## config.mk

```make
export PLATFORM = sky130hd
export DESIGN_NAME = seg_display_scanner_flat
export DESIGN_NICKNAME = d
export VERILOG_FILES = /design/src/rtl/seg_display_scanner_if.sv /design/src/rtl/seg_display_scanner.sv /design/src/flat_wrapper.sv
export SDC_FILE = /design/constraint.sdc
export NUM_CORES = 1
export LEC_CHECK = 0
export CAP_MARGIN = 5
export CORE_UTILIZATION = 47
export DETAILED_ROUTE_END_ITERATION = 8
export PLACE_DENSITY = 0.77
export RECOVER_POWER = 100
export SKIP_LAST_GASP = 1
export SYNTH_ARGS = -nofsm -noshare
export SYNTH_HDL_FRONTEND = slang
export SYNTH_SLANG_ARGS = --single-unit
```

## constraint.sdc

```tcl
create_clock -name clk -period 3.54 [get_ports clk]
set_clock_uncertainty 0.2 [all_clocks]
set_input_delay 0.354 -clock clk [delete_from_list [all_inputs] [get_ports clk]]
set_output_delay 0.354 -clock clk [all_outputs]
set_load 0.1 [all_outputs]
```

## src/rtl/seg_display_scanner_if.sv

```systemverilog
// Bundle of the signals between the CPU top and the seven-segment scanner.
// master: CPU-side producer of the display word, halt flag and strobe.
// slave : scanner, which consumes the word and drives the board pins.
interface seg_display_scanner_if;
    logic [31:0] value;
    logic        value_vld;
    logic        halt;
    logic [7:0]  an_n;
    logic [7:0]  seg_n;

    modport master (
        output value,
        output value_vld,
        output halt,
        input  an_n,
        input  seg_n
    );

    modport slave (
        input  value,
        input  value_vld,
        input  halt,
        output an_n,
        output seg_n
    );
endinterface

```

## src/rtl/seg_display_scanner.sv

```systemverilog
// Eight-digit common-anode seven-segment scanner.
// It latches the CPU display word into a shadow register. It time-multiplexes
// the digits with a guard interval at the start of each slot, during which all
// anodes are off. Digit 0's decimal point shows the live halt flag.
// Optional: define SEG_LEADING_ZERO_BLANK_EN to blank leading zero digits
// above digit 0.
module seg_display_scanner #(
    parameter int unsigned ScanBits    = 17,
    parameter int unsigned GuardCycles = 2
) (
    input  logic                  clk,
    input  logic                  rst,
    seg_display_scanner_if.slave  bus
);

    localparam logic [ScanBits-1:0] GuardLim = ScanBits'(GuardCycles);

    logic [ScanBits-1:0] cnt;
    logic [2:0]          idx;
    logic [31:0]         shadow;
    logic [7:0]          an_n_q;
    logic [7:0]          seg_n_q;

    logic [7:0]          an_d;
    logic [7:0]          seg_d;
    logic [3:0]          nib;
    logic                blank;

    // Hex to active-low segments {g,f,e,d,c,b,a}.
    function automatic logic [6:0] hex_to_seg(input logic [3:0] n);
        logic [6:0] s;
        case (n)
            4'h0: s = 7'h40;
            4'h1: s = 7'h79;
            4'h2: s = 7'h24;
            4'h3: s = 7'h30;
            4'h4: s = 7'h19;
            4'h5: s = 7'h12;
            4'h6: s = 7'h02;
            4'h7: s = 7'h78;
            4'h8: s = 7'h00;
            4'h9: s = 7'h10;
            4'hA: s = 7'h08;
            4'hB: s = 7'h03;
            4'hC: s = 7'h46;
            4'hD: s = 7'h21;
            4'hE: s = 7'h06;
            default: s = 7'h0E;
        endcase
        return s;
    endfunction

    // Refresh counter and digit index; idx advances when cnt wraps.
    always_ff @(posedge clk) begin
        if (rst) begin
            cnt <= '0;
            idx <= '0;
        end else begin
            cnt <= cnt + 1'b1;
            if (cnt == '1) begin
                idx <= idx + 3'd1;
            end
        end
    end

    // Shadow copy of the display word, loaded only on the capture strobe.
    always_ff @(posedge clk) begin
        if (rst) begin
            shadow <= '0;
        end else if (bus.value_vld) begin
            shadow <= bus.value;
        end
    end

    // Next anode and segment pattern from the pre-edge scan position and shadow.
    always_comb begin
        an_d  = '1;
        seg_d = '1;
        nib   = shadow[{idx, 2'b00} +: 4];
        blank = 1'b0;
`ifdef SEG_LEADING_ZERO_BLANK_EN
        blank = (idx != 3'd0) && ((shadow >> {idx, 2'b00}) == 32'd0);
`endif
        if (!(cnt < GuardLim) && !blank) begin
            an_d  = ~(8'h01 << idx);
            seg_d = {~((idx == 3'd0) && bus.halt), hex_to_seg(nib)};
        end
    end

    // Registered pin drivers give one cycle of latency.
    always_ff @(posedge clk) begin
        if (rst) begin
            an_n_q  <= '1;
            seg_n_q <= '1;
        end else begin
            an_n_q  <= an_d;
            seg_n_q <= seg_d;
        end
    end

    assign bus.an_n  = an_n_q;
    assign bus.seg_n = seg_n_q;

endmodule

```

## src/flat_wrapper.sv

```systemverilog
// flat-port wrapper written by rule: the top's interface ports become plain ports
module seg_display_scanner_flat 
#(
    parameter int unsigned ScanBits    = 17,
    parameter int unsigned GuardCycles = 2
)
  (clk, rst, bus_value, bus_value_vld, bus_halt, bus_an_n, bus_seg_n);
  seg_display_scanner_if bus_i ();
  input  logic clk;
  input  logic rst;
  input wire logic [$bits(bus_i.value)-1:0] bus_value;
  input wire logic [$bits(bus_i.value_vld)-1:0] bus_value_vld;
  input wire logic [$bits(bus_i.halt)-1:0] bus_halt;
  output wire logic [$bits(bus_i.an_n)-1:0] bus_an_n;
  output wire logic [$bits(bus_i.seg_n)-1:0] bus_seg_n;
  assign bus_i.value = bus_value;
  assign bus_i.value_vld = bus_value_vld;
  assign bus_i.halt = bus_halt;
  assign bus_an_n = bus_i.an_n;
  assign bus_seg_n = bus_i.seg_n;
  seg_display_scanner #(.ScanBits(ScanBits), .GuardCycles(GuardCycles)) u_core (.clk(clk), .rst(rst), .bus(bus_i));
endmodule
```

==> out/metrics.yaml <==
synthesis:
  synth.distinct_cells: 39
  avgSynthCellArea_um2: 10.3
  synth_top_area_cell: "dfxtp_1"
  yosys.cell_count.top_type: "dfxtp_1"
  synth_edf_count: 0
  synth.yosys.seq_area_share: 0.464
  async_flop_share: 0
  synth_seq_cells: 68
  netlist_top_cells_area: "dfxtp_1, mux2i_1, nor2_1"
  syn-num-nets: 334
  syn_area_mm2: 0.00294
  syn_inst: 285
  synthFlopType: "dfxtp_1"
  synth_top_area_frac: 0.464
  synth_common_cells: "dfxtp_1, nor2_1, mux2i_1"
  yosysWarnings: 0
drt:
  antenna_left: 0
  finalWirelength_um: 5520
  dr.pass1.iters: 4
  vias: 2151
  vias_per_cell: 5.20
  wl_per_cell_um: 13.3
  drt_iter0_drc: 104
  drc: 0
worst_setup_path:
  crit_type: "register to register"
  setup.worst_path.start_class: "register"
  reg2reg_slack_ns: 0.96
  critPathSlowestCell: "mux4_1"
  crit_fanout: 12
  path_cells: "mux4_1 -> nand2_1 -> nand2_1 -> inv_1 -> ha_1 -> inv_1 -> a32o_1 -> a211oi_1"
  cp.arrival_ns: 2.63
  cpPeakStageDelay_ns: 0.62
  critPathCaptureType: "register"
  crit_required_ns: 3.59
cts:
  cts_buffers: 9
  cts_tree: "yes"
  clockBufferDepth: 2
  cts.clk_slew.worst_paths_ns: 0.07
  ctsResizeCount: 0
  htree_levels: 3
  post-cts-setup-buffers: 0
  clock_sinks: 68
  ctsHoldBuffers: 0
  clockRootBuffer: "clkbuf_8"
  clk_latency_ns: 0.34
cells_and_area:
  syn_to_final_growth_pct: 24.8
  nFillCells: 496
  final_util: 0.612
  antenna_cells: 0
  fin_nets: 383
  drive_above_1_share: 0.0531
sta:
  fin_crit_ns: 2.58
  setup_viol: 0
  final_hold_viol_count: 0
  fmax_ghz: 0.388
  fin_tns_setup_ns: 0
  worst_pin_slew_ns: 2.16
  slew_headroom: -0.440
  rsz0062_at_grt: "false"
  fin_crit_sh: 0.728
  slew_violations: 53
power_and_ir_drop:
  peakVddDrop_mv: 0.252
  power.internal_mw: 1.26
  clockPowerShare: 0.378
  combPwrFrac: 0.132
  powerDensity_mw_per_mm2: 455
  p_sw_frac: 0.248
  pwr-share-seq: 0.489
  power_switching_uw: 413
  p_leak_nw: 1.46
grt:
  grtUsageTotal: 0.184
  antenna_found_initial: 0
  grt-ovfl-total: 0
  first_global_vias: 2011
  grt_pass1_wl_um: 9070
  grt_max_degree: 53
run_status:
  outcome: "complete, but fails checks"
  violations: "capacitance limit, slew limit"
placement:
  dpl.hpwl_um: 3950
  port_buffers: 51
  gp_congestion: 0.836
floorplanning:
  coreArea_mm2: 0.00599
  io-pin-count: 52
  rows: 28
  start_util: 0.490
  die_h_um: 81.0
  die_area_mm2: 0.00657
  chipWidth_um: 81.0
hold_path:
  min_path_type: "input port to register"
flow_run:
  max_cap_violations: 1
-- final timing paths --
path                            cells past startpoint                  end     startpoint
worst max-delay path                                8  u_core.bus.seg_n[0]  u_core.idx[1]
worst min-delay path                                3   u_core.bus.an_n[7]            rst
worst max register to register                      8  u_core.bus.seg_n[0]  u_core.idx[1]
worst min register to register                      1        u_core.cnt[0]  u_core.cnt[0]
-- through the flow --
step	area, µm²	total power [mW]	std cells	hold WS, ns	setup WS [ns]
3_5_place_dp	3470	1.06	398	0.232	0.977
5_1_grt	3660	1.73	414	0.254	0.751
6_report	3660	1.67	414	0.234	0.964
3_3_place_gp	3470	1.06	398	0.224	1.09
2_1_floorplan	2940	0.983	285	0.213	0.995
4_1_cts	3670	1.69	414	0.191	0.952
-- power groups by stage --
stage          combinational (mW)  clock (mW)  sequential (mW)
3_5_place_dp                0.224           0            0.834
3_3_place_gp                0.221           0            0.834
5_1_grt                     0.237       0.676            0.819
4_1_cts                     0.225       0.648            0.817
2_1_floorplan              0.0921           0            0.891
6_report                    0.221       0.631            0.817
-- flip-flops by register name, indices dropped and copies added (netlist names) --
register	count
u_core.shadow	32
u_core.idx	3
u_core.cnt	17
u_core.bus.an_n	8
u_core.bus.seg_n	8
-- layer usage --
metal	part of all wire	wire [µm]	up-vias	track usage
met2	0.45	2510	52	0.288
met5	0	0	-	0
met1	0.48	2630	996	0.232
met4	0.028	153	0	0.105
met3	0.041	227	13	0.0438
li1	-	-	1090	-
-- area by class of cell --
type	count	area (µm²)	share of cell area
clock buffer	15	166	0.0454
clock inverter	1	30.0	0.00819
inverter	7	26.3	0.00717
multi-input combinational	195	1480	0.403
sequential	68	1360	0.371
tap	75	93.8	0.0256
timing repair buffer	53	510	0.139
-- layout by cell type (no fill, tap or decap), drive strengths merged, types with 2 or more instances in the layout --
cell / Yosys / routed
a41oi: 2 / 2
nor4: 4 / 4
nor2b: 3 / 3
a211oi: 2 / 2
o211ai: 2 / 2
and3: 3 / 3
nand4: 4 / 4
mux4: 6 / 6
mux2i: 42 / 42
buf: 6 / 2
ha: 13 / 13
clkdlybuf4s50: 0 / 33
mux2: 2 / 2
nor2: 51 / 51
inv: 6 / 6
xor2: 9 / 9
dlygate4sd3: 0 / 16
xnor2: 5 / 5
nand2: 18 / 18
and4: 3 / 3
clkbuf: 9 / 17
and2: 4 / 4
o221ai: 3 / 3
dfxtp: 68 / 68
nand3: 9 / 9
-- worst max-delay path: cells and delay by family (launching register included) --
kind	cells	cell delay [ns]
flops	1	0.60
buf+inv	2	0.22
fa+ha+maj	1	0.20
simple gates	2	0.22
compound gates	2	0.42
mux	1	0.62
-- cells by family (layout without fill, tap and decap cells) --
| group | count (synthesis) | after routing | share of synthesized area |
|---|---|---|---|
| buffers and inverters | 22 | 76 | 0.0337 |
| flip-flops | 68 | 68 | 0.464 |
| multiplexers | 50 | 50 | 0.205 |
| AND/OR/NAND/NOR | 104 | 104 | 0.164 |
| XOR/XNOR | 14 | 14 | 0.0418 |
| adder cells (fa/ha/maj) | 13 | 13 | 0.0554 |
| AO/OA/AOI/OAI | 14 | 14 | 0.0375 |
Power figures use the tool's default switching activity.
